## src/rtl/i2c_reg_responder.sv

```systemverilog
// I2C target emulating a byte-addressed register file, with a write strobe and a local read port.
// Define I2C_GLITCH_FILTER_EN to debounce the synchronized SCL/SDA over FILT_LEN cycles.
module i2c_reg_responder #(
  parameter logic [6:0]  SLAVE_ADDR = 7'h39,
  parameter int unsigned REG_DEPTH  = 256,
  parameter int unsigned FILT_LEN   = 4
) (
  input  logic       iCLK,
  input  logic       iRST_N,
  input  logic       iSCL,
  input  logic       iSDA,
  output logic       oSDA_OE,
  output logic       oBUSY,
  output logic       oWR_STB,
  output logic [7:0] oWR_ADDR,
  output logic [7:0] oWR_DATA,
  input  logic [7:0] iRD_ADDR,
  output logic [7:0] oRD_DATA
);

  typedef enum logic [3:0] {
    IDLE, ADDR, ADDR_ACK, PTR, PTR_ACK, WDATA, WDATA_ACK, RDATA, RDATA_ACK
  } state_t;

  logic [1:0] r_scl_sync, r_sda_sync;
  logic       w_scl, w_sda;
  logic       r_scl_d, r_sda_d;
  logic       w_scl_rise, w_scl_fall, w_start, w_stop;

  always_ff @(posedge iCLK or negedge iRST_N) begin
    if (!iRST_N) begin
      r_scl_sync <= '1;
      r_sda_sync <= '1;
    end else begin
      r_scl_sync <= {r_scl_sync[0], iSCL};
      r_sda_sync <= {r_sda_sync[0], iSDA};
    end
  end

`ifdef I2C_GLITCH_FILTER_EN
  localparam int unsigned FCW = (FILT_LEN < 2) ? 1 : $clog2(FILT_LEN);

  logic [FCW-1:0] r_scl_cnt, r_sda_cnt;
  logic           r_scl_flt, r_sda_flt;

  // A new level is taken only after FILT_LEN consecutive samples disagree with the held one.
  always_ff @(posedge iCLK or negedge iRST_N) begin
    if (!iRST_N) begin
      r_scl_cnt <= '0;
      r_sda_cnt <= '0;
      r_scl_flt <= 1'b1;
      r_sda_flt <= 1'b1;
    end else begin
      if (r_scl_sync[1] == r_scl_flt) begin
        r_scl_cnt <= '0;
      end else if (r_scl_cnt == FCW'(FILT_LEN - 1)) begin
        r_scl_flt <= r_scl_sync[1];
        r_scl_cnt <= '0;
      end else begin
        r_scl_cnt <= r_scl_cnt + 1'b1;
      end
      if (r_sda_sync[1] == r_sda_flt) begin
        r_sda_cnt <= '0;
      end else if (r_sda_cnt == FCW'(FILT_LEN - 1)) begin
        r_sda_flt <= r_sda_sync[1];
        r_sda_cnt <= '0;
      end else begin
        r_sda_cnt <= r_sda_cnt + 1'b1;
      end
    end
  end

  assign w_scl = r_scl_flt;
  assign w_sda = r_sda_flt;
`else
  // FILT_LEN only sizes the optional filter.
  if (FILT_LEN == 0) begin : g_no_filter
  end

  assign w_scl = r_scl_sync[1];
  assign w_sda = r_sda_sync[1];
`endif

  always_ff @(posedge iCLK or negedge iRST_N) begin
    if (!iRST_N) begin
      r_scl_d <= 1'b1;
      r_sda_d <= 1'b1;
    end else begin
      r_scl_d <= w_scl;
      r_sda_d <= w_sda;
    end
  end

  assign w_scl_rise = w_scl & ~r_scl_d;
  assign w_scl_fall = ~w_scl & r_scl_d;
  assign w_start    = w_scl & r_scl_d & r_sda_d & ~w_sda;
  assign w_stop     = w_scl & r_scl_d & ~r_sda_d & w_sda;

  state_t     r_state, w_state_nxt;
  logic [7:0] r_shift, w_shift_nxt;
  logic [3:0] r_cnt, w_cnt_nxt;
  logic [7:0] r_ptr, w_ptr_nxt;
  logic       r_oe, w_oe_nxt;
  logic       r_busy, w_busy_nxt;
  logic       r_rw, w_rw_nxt;
  logic       r_stb, w_stb_nxt;
  logic [7:0] r_wr_addr, w_wr_addr_nxt;
  logic [7:0] r_wr_data, w_wr_data_nxt;
  logic       w_we;
  logic [7:0] w_ptr_inc, w_ptr_load, w_rd_byte;
  logic [7:0] r_regs [REG_DEPTH];
  logic [7:0] r_rd_data;

  assign w_ptr_inc  = (r_ptr == 8'(REG_DEPTH - 1)) ? '0 : r_ptr + 8'd1;
  assign w_ptr_load = 8'(32'(r_shift) % REG_DEPTH);
  assign w_rd_byte  = r_regs[r_ptr];

  always_ff @(posedge iCLK or negedge iRST_N) begin
    if (!iRST_N) begin
      r_state   <= IDLE;
      r_shift   <= '0;
      r_cnt     <= '0;
      r_ptr     <= '0;
      r_oe      <= 1'b0;
      r_busy    <= 1'b0;
      r_rw      <= 1'b0;
      r_stb     <= 1'b0;
      r_wr_addr <= '0;
      r_wr_data <= '0;
    end else begin
      r_state   <= w_state_nxt;
      r_shift   <= w_shift_nxt;
      r_cnt     <= w_cnt_nxt;
      r_ptr     <= w_ptr_nxt;
      r_oe      <= w_oe_nxt;
      r_busy    <= w_busy_nxt;
      r_rw      <= w_rw_nxt;
      r_stb     <= w_stb_nxt;
      r_wr_addr <= w_wr_addr_nxt;
      r_wr_data <= w_wr_data_nxt;
    end
  end

  always_comb begin
    w_state_nxt   = r_state;
    w_shift_nxt   = r_shift;
    w_cnt_nxt     = r_cnt;
    w_ptr_nxt     = r_ptr;
    w_oe_nxt      = r_oe;
    w_busy_nxt    = r_busy;
    w_rw_nxt      = r_rw;
    w_stb_nxt     = 1'b0;
    w_wr_addr_nxt = r_wr_addr;
    w_wr_data_nxt = r_wr_data;
    w_we          = 1'b0;
    if (w_stop) begin
      w_state_nxt = IDLE;
      w_oe_nxt    = 1'b0;
      w_busy_nxt  = 1'b0;
      w_cnt_nxt   = '0;
    end else if (w_start) begin
      w_state_nxt = ADDR;
      w_oe_nxt    = 1'b0;
      w_cnt_nxt   = '0;
    end else begin
      unique case (r_state)
        IDLE: ;
        // Incoming bytes complete on the SCL fall after bit 8, which also opens the ACK slot.
        ADDR, PTR, WDATA: begin
          if (w_scl_rise && r_cnt != 4'd8) begin
            w_shift_nxt = {r_shift[6:0], w_sda};
            w_cnt_nxt   = r_cnt + 4'd1;
          end else if (w_scl_fall && r_cnt == 4'd8) begin
            w_cnt_nxt = '0;
            if (r_state == ADDR) begin
              if (r_shift[7:1] == SLAVE_ADDR) begin
                w_state_nxt = ADDR_ACK;
                w_oe_nxt    = 1'b1;
                w_busy_nxt  = 1'b1;
                w_rw_nxt    = r_shift[0];
              end else begin
                w_state_nxt = IDLE;
                w_busy_nxt  = 1'b0;
              end
            end else if (r_state == PTR) begin
              w_ptr_nxt   = w_ptr_load;
              w_state_nxt = PTR_ACK;
              w_oe_nxt    = 1'b1;
            end else begin
              w_we          = 1'b1;
              w_stb_nxt     = 1'b1;
              w_wr_addr_nxt = r_ptr;
              w_wr_data_nxt = r_shift;
              w_ptr_nxt     = w_ptr_inc;
              w_state_nxt   = WDATA_ACK;
              w_oe_nxt      = 1'b1;
            end
          end
        end
        ADDR_ACK: begin
          if (w_scl_fall) begin
            if (r_rw) begin
              w_shift_nxt = w_rd_byte;
              w_oe_nxt    = ~w_rd_byte[7];
              w_ptr_nxt   = w_ptr_inc;
              w_cnt_nxt   = '0;
              w_state_nxt = RDATA;
            end else begin
              w_oe_nxt    = 1'b0;
              w_state_nxt = PTR;
            end
          end
        end
        PTR_ACK, WDATA_ACK: begin
          if (w_scl_fall) begin
            w_oe_nxt    = 1'b0;
            w_state_nxt = WDATA;
          end
        end
        RDATA: begin
          if (w_scl_fall) begin
            if (r_cnt == 4'd7) begin
              w_oe_nxt    = 1'b0;
              w_cnt_nxt   = '0;
              w_state_nxt = RDATA_ACK;
            end else begin
              w_shift_nxt = {r_shift[6:0], 1'b0};
              w_oe_nxt    = ~r_shift[6];
              w_cnt_nxt   = r_cnt + 4'd1;
            end
          end
        end
        RDATA_ACK: begin
          if (w_scl_rise && w_sda) begin
            w_state_nxt = IDLE;
            w_busy_nxt  = 1'b0;
          end else if (w_scl_fall) begin
            w_shift_nxt = w_rd_byte;
            w_oe_nxt    = ~w_rd_byte[7];
            w_ptr_nxt   = w_ptr_inc;
            w_cnt_nxt   = '0;
            w_state_nxt = RDATA;
          end
        end
        default: w_state_nxt = IDLE;
      endcase
    end
  end

  always_ff @(posedge iCLK or negedge iRST_N) begin
    if (!iRST_N) begin
      for (int unsigned i = 0; i < REG_DEPTH; i++) r_regs[i] <= '0;
      r_rd_data <= '0;
    end else begin
      if (w_we) r_regs[r_ptr] <= r_shift;
      r_rd_data <= r_regs[iRD_ADDR];
    end
  end

  assign oSDA_OE  = r_oe;
  assign oBUSY    = r_busy;
  assign oWR_STB  = r_stb;
  assign oWR_ADDR = r_wr_addr;
  assign oWR_DATA = r_wr_data;
  assign oRD_DATA = r_rd_data;

endmodule

```

## config.mk

```make
export PLATFORM = sky130hd
export DESIGN_NAME = i2c_reg_responder
export DESIGN_NICKNAME = d
export VERILOG_FILES = /design/src/rtl/i2c_reg_responder.sv
export SDC_FILE = /design/constraint.sdc
export NUM_CORES = 2
export LEC_CHECK = 0
export ABC_CLOCK_PERIOD_IN_PS = 3300
export CORE_MARGIN = 2
export CORE_UTILIZATION = 45
export DETAILED_ROUTE_END_ITERATION = 7
export MAX_ROUTING_LAYER = met4
export PLACE_DENSITY = 0.74
export SYNTH_ARGS = -nofsm -noshare
export SYNTH_HDL_FRONTEND = slang
export SYNTH_SLANG_ARGS = --single-unit
export TNS_END_PERCENT = 30
```

## constraint.sdc

```tcl
create_clock -name iCLK -period 3.3 [get_ports iCLK]
set_clock_uncertainty 0.2 [all_clocks]
set_input_delay 0.33 -clock iCLK [delete_from_list [all_inputs] [get_ports iCLK]]
set_output_delay 0.33 -clock iCLK [all_outputs]
set_load 0.02 [all_outputs]
```

==> implementation parameters <==
Parameter                              Value

Timing
  Final Cycle Share    1.09
  Setup repair after global routing missed its margin    true
  Slew Viols, Final    0
  Post-route setup slack    -0.286 ns
  Maximum operating frequency    279 MHz
  Slew of the pin with the lowest slew margin    between 1 and 1.5 ns
  Final setup violating endpoints    9
  Post-route minimum period    3.59 ns
  Smallest hold slack    around 0.15 ns
  Headroom to the max-slew limit    0.175
  Final total negative setup slack    -1.64 ns
  Endpoints failing hold    0

Detailed routing
  DRT antenna net count    0
  Highest Signal Layer    met4
  Total detailed-routing wirelength    356000 um
  WL per Instance    about 33 um
  Routed length on met2    approximately 160000 um
  Remaining DRCs    0
  Drt first-iter violations    about 8.8k
  Vias per cell    6.67
  Metal3 WL    about 38000 um
  Routed via count    roughly 71k
  Wire length on met1    between 100000 and 150000 um
  DR pass1 iterations    5

Yosys
  Post-Synthesis Net Count    around 6.8k
  Summed instance area of the synthesized netlist    about 110000 um^2
  Number of warning messages in the yosys log    0
  Post-synth EDFFs    0
  Post-synthesis async set-or-reset flop share    1.00
  Leading post-synthesis cells by cell area    sky130_fd_sc_hd__dfrtp_1 47%, sky130_fd_sc_hd__mux4_2 26%, sky130_fd_sc_hd__mux2_2 21%
  Number of synthesized register bits    2106
  Average size of a mapped cell    16.5 um^2
  Proportion of synthesized chip area in sequential cells    0.473
  Top cell type by total area after synthesis    sky130_fd_sc_hd__dfrtp_1
  Share of Yosys cell area claimed by the top area cell type    0.472
  Post-Syn Instances    just under 7k
  Distinct cell type count of the synthesized netlist    54
  Primary flip-flop cell chosen by synthesis mapping    sky130_fd_sc_hd__dfrtp_1

Finish
  Final cell count without fillers    ~11k
  # nets final    just over 7k
  Final Instance Area    about 130000 um^2
  Post-synthesis to final-layout area growth    16.4%
  Commonest non-fill, non-tap cell in the layout    sky130_fd_sc_hd__dfrtp_1
  Share of cells above drive strength 1    0.640
  Most frequent cells in the layout    2087 x sky130_fd_sc_hd__dfrtp_1, 2067 x sky130_fd_sc_hd__mux2_2, 1298 x sky130_fd_sc_hd__mux4_2
  Final core utilization    0.527

GRT
  Number of global-route vias before repair    between 70k and 80k
  Global-route usage over all layers    0.292
  Overflow left after global routing    0
  Initial antenna violation count    21
  Wire length of the first global-routing pass    between 500000 and 600000 um
  Maximum number of pins on one net before global-route repair    204

Clock network
  Worst skew pair latency    about 0.92 ns
  Number of clock sinks    about 2.1k
  Clk Tree Root Cell    sky130_fd_sc_hd__clkbuf_16
  Clock transition at path regs    ~0.070 ns
  Max Buffers Root-to-Sink    3
  CTS tree    built
  H-tree level count    4
  TritonCTS buffer count    220

Worst setup path
  Biggest fanout along the worst timing path    7
  Nature of the critical path startpoint    register
  CP cell instances    buf_12, buf_12, buf_16, buf_12, mux4_2, mux4_2, mux4_2, mux2i_1, buf_4, nor2_4, a2bb2oi_2
  Depth of the worst register-to-register path    11
  Worst path required time    approximately 3.9 ns
  Kind of end point of the critical path    register
  Signal arrival time at the worst endpoint    about 4.2 ns
  Maximum cell stage delay along the critical path    between 0.5 and 0.6 ns
  Category of the most critical setup path    register to register
  Crit-path slowest cell    sky130_fd_sc_hd__mux4_2

Power and ir drop
  Power consumption    roughly 73 mW
  Peak supply drop    0.949 mV
  Leakage power    between 50 and 60 nW
  Cell Pwr Density    565 nW/um^2

Place
  Final RePlAce weighted congestion    a little under 1
  Area after detailed placement    about 120000 um^2
  Cells after DPL    10.1k
  Worst slack, placed    -0.675 ns
  Post-DP HPWL    between 200000 and 250000 um
  Port-buffer cells    38

Worst hold path
  Tightest Hold Check Type    register to register
  Hold Path Cell Cnt    0

Floorplanning
  Boundary pin count    39
  Effective utilization at floorplan    0.453
  Die Y    502 um
  Area enclosed by the die boundary    252000 um^2
  Die width    about 500 um
  Floorplan Core Area    about 250000 um^2
  Cell Rows    around 180

Status
  Failing checks    setup timing
  Outcome    finished with violations

Run
  Max-capacitance violation count    0
## synth_stat cells (4+ instances only)
cell	instances
sky130_fd_sc_hd__a21o_1	5
sky130_fd_sc_hd__a21oi_1	35
sky130_fd_sc_hd__a22o_1	5
sky130_fd_sc_hd__a22oi_1	76
sky130_fd_sc_hd__a31oi_1	8
sky130_fd_sc_hd__and2_1	7
sky130_fd_sc_hd__buf_1	57
sky130_fd_sc_hd__buf_2	117
sky130_fd_sc_hd__buf_4	12
sky130_fd_sc_hd__buf_6	15
sky130_fd_sc_hd__clkbuf_1	406
sky130_fd_sc_hd__dfrtp_1	2100
sky130_fd_sc_hd__dfstp_2	6
sky130_fd_sc_hd__ha_1	6
sky130_fd_sc_hd__inv_1	6
sky130_fd_sc_hd__mux2_2	2067
sky130_fd_sc_hd__mux2i_1	15
sky130_fd_sc_hd__mux4_2	1298
sky130_fd_sc_hd__nand2_1	284
sky130_fd_sc_hd__nand2b_1	7
sky130_fd_sc_hd__nand3_1	7
sky130_fd_sc_hd__nand3b_1	5
sky130_fd_sc_hd__nand4_1	6
sky130_fd_sc_hd__nor2_1	72
sky130_fd_sc_hd__nor2b_1	11
sky130_fd_sc_hd__nor3_1	11
sky130_fd_sc_hd__nor3_2	18
sky130_fd_sc_hd__nor3b_1	5
sky130_fd_sc_hd__nor4_1	8
sky130_fd_sc_hd__o21ai_0	35
sky130_fd_sc_hd__o221ai_1	4
sky130_fd_sc_hd__o22ai_1	5
sky130_fd_sc_hd__or2_2	6
## routing by layer
layer / global-route usage / vias to the layer above
met1: 0.378 / 38700
met2: 0.429 / 3832
met4: 0.134 / 0
li1: - / 27500
met5: - / -
met3: 0.0811 / 902
## logic make-up (layout without fill, tap and decap cells)
group / after synthesis / in the layout / share of synthesized area
xor gates and xnor gates: 1 / 1 / 0.0000786
adders and majority gates: 6 / 6 / 0.000674
DFF: 2106 / 2106 / 0.473
other: 0 / 15 / 0
and+or+nand+nor: 460 / 460 / 0.0186
AOI/OAI and AO/OA: 194 / 194 / 0.0116
muxes: 3380 / 3380 / 0.473
buffers and inverters: 613 / 1163 / 0.0234
## layout make-up
type                    instances  area, um^2
multi-input cells            4041       56900
inverters                       6        22.5
clock buffers                 329        6500
diodes                         15        37.5
flip-flops and latches       2106       52800
repair buffers                746        8090
well taps                    3312        4140
fillers                     19300      116000
clock inverters                82        1250
## worst max-delay path, delay by kind of cell, from the launching register on
family	cells	cell delay, ns
AO/OA/AOI/OAI	1	0.14
buffers and inverters	5	0.77
flip-flops	1	0.49
multiplexers	4	1.80
AND/OR/NAND/NOR	1	0.04
## worst paths after layout
check / startpoint / to / slack, ns
worst max-delay path: r_ptr[0]$_DFFE_PN0P_ / r_shift[4]$_DFFE_PN0P_ / -0.29
worst min-delay path: r_sda_sync[0]$_DFF_PN1_ / r_sda_sync[1]$_DFF_PN1_ / 0.15
worst max register to register: r_ptr[0]$_DFFE_PN0P_ / r_shift[4]$_DFFE_PN0P_ / -0.29
worst min register to register: r_sda_sync[0]$_DFF_PN1_ / r_sda_sync[1]$_DFF_PN1_ / 0.15
max in group asynchronous: iRST_N / r_regs[1478]$_DFFE_PN0P_ / 1.88
min in group asynchronous: iRST_N / r_regs[315]$_DFFE_PN0P_ / 0.16
## registers in the layout, summed over array words and instances (netlist names), 2 cells and up
| register | count |
|---|---|
| r_regs | 2048 |
| oRD_DATA | 8 |
| oWR_ADDR | 8 |
| oWR_DATA | 8 |
| r_ptr | 8 |
| r_shift | 8 |
| r_cnt | 4 |
| r_state | 4 |
| r_scl_sync | 2 |
| r_sda_sync | 2 |
## where the power goes
part	leakage, nW	total [mW]	internal [mW]	switching [mW]
Clock	3.80	26.4	15.2	11.2
Combinational	26.3	20.5	7.49	13.0
Sequential	29.4	26.5	26.0	0.443
## what timing repair did
action / CTS / global route
hold endpoints to repair: 1776 / 0
endpoints found under the setup margin: 854 / 1484
setup buffers: 13 / 50
hold buffers: 5 / 0
resized for setup: 118 / 116
pin swaps: 7 / 23
gates cloned: 3 / 5
Power figures use the tool's default switching activity.
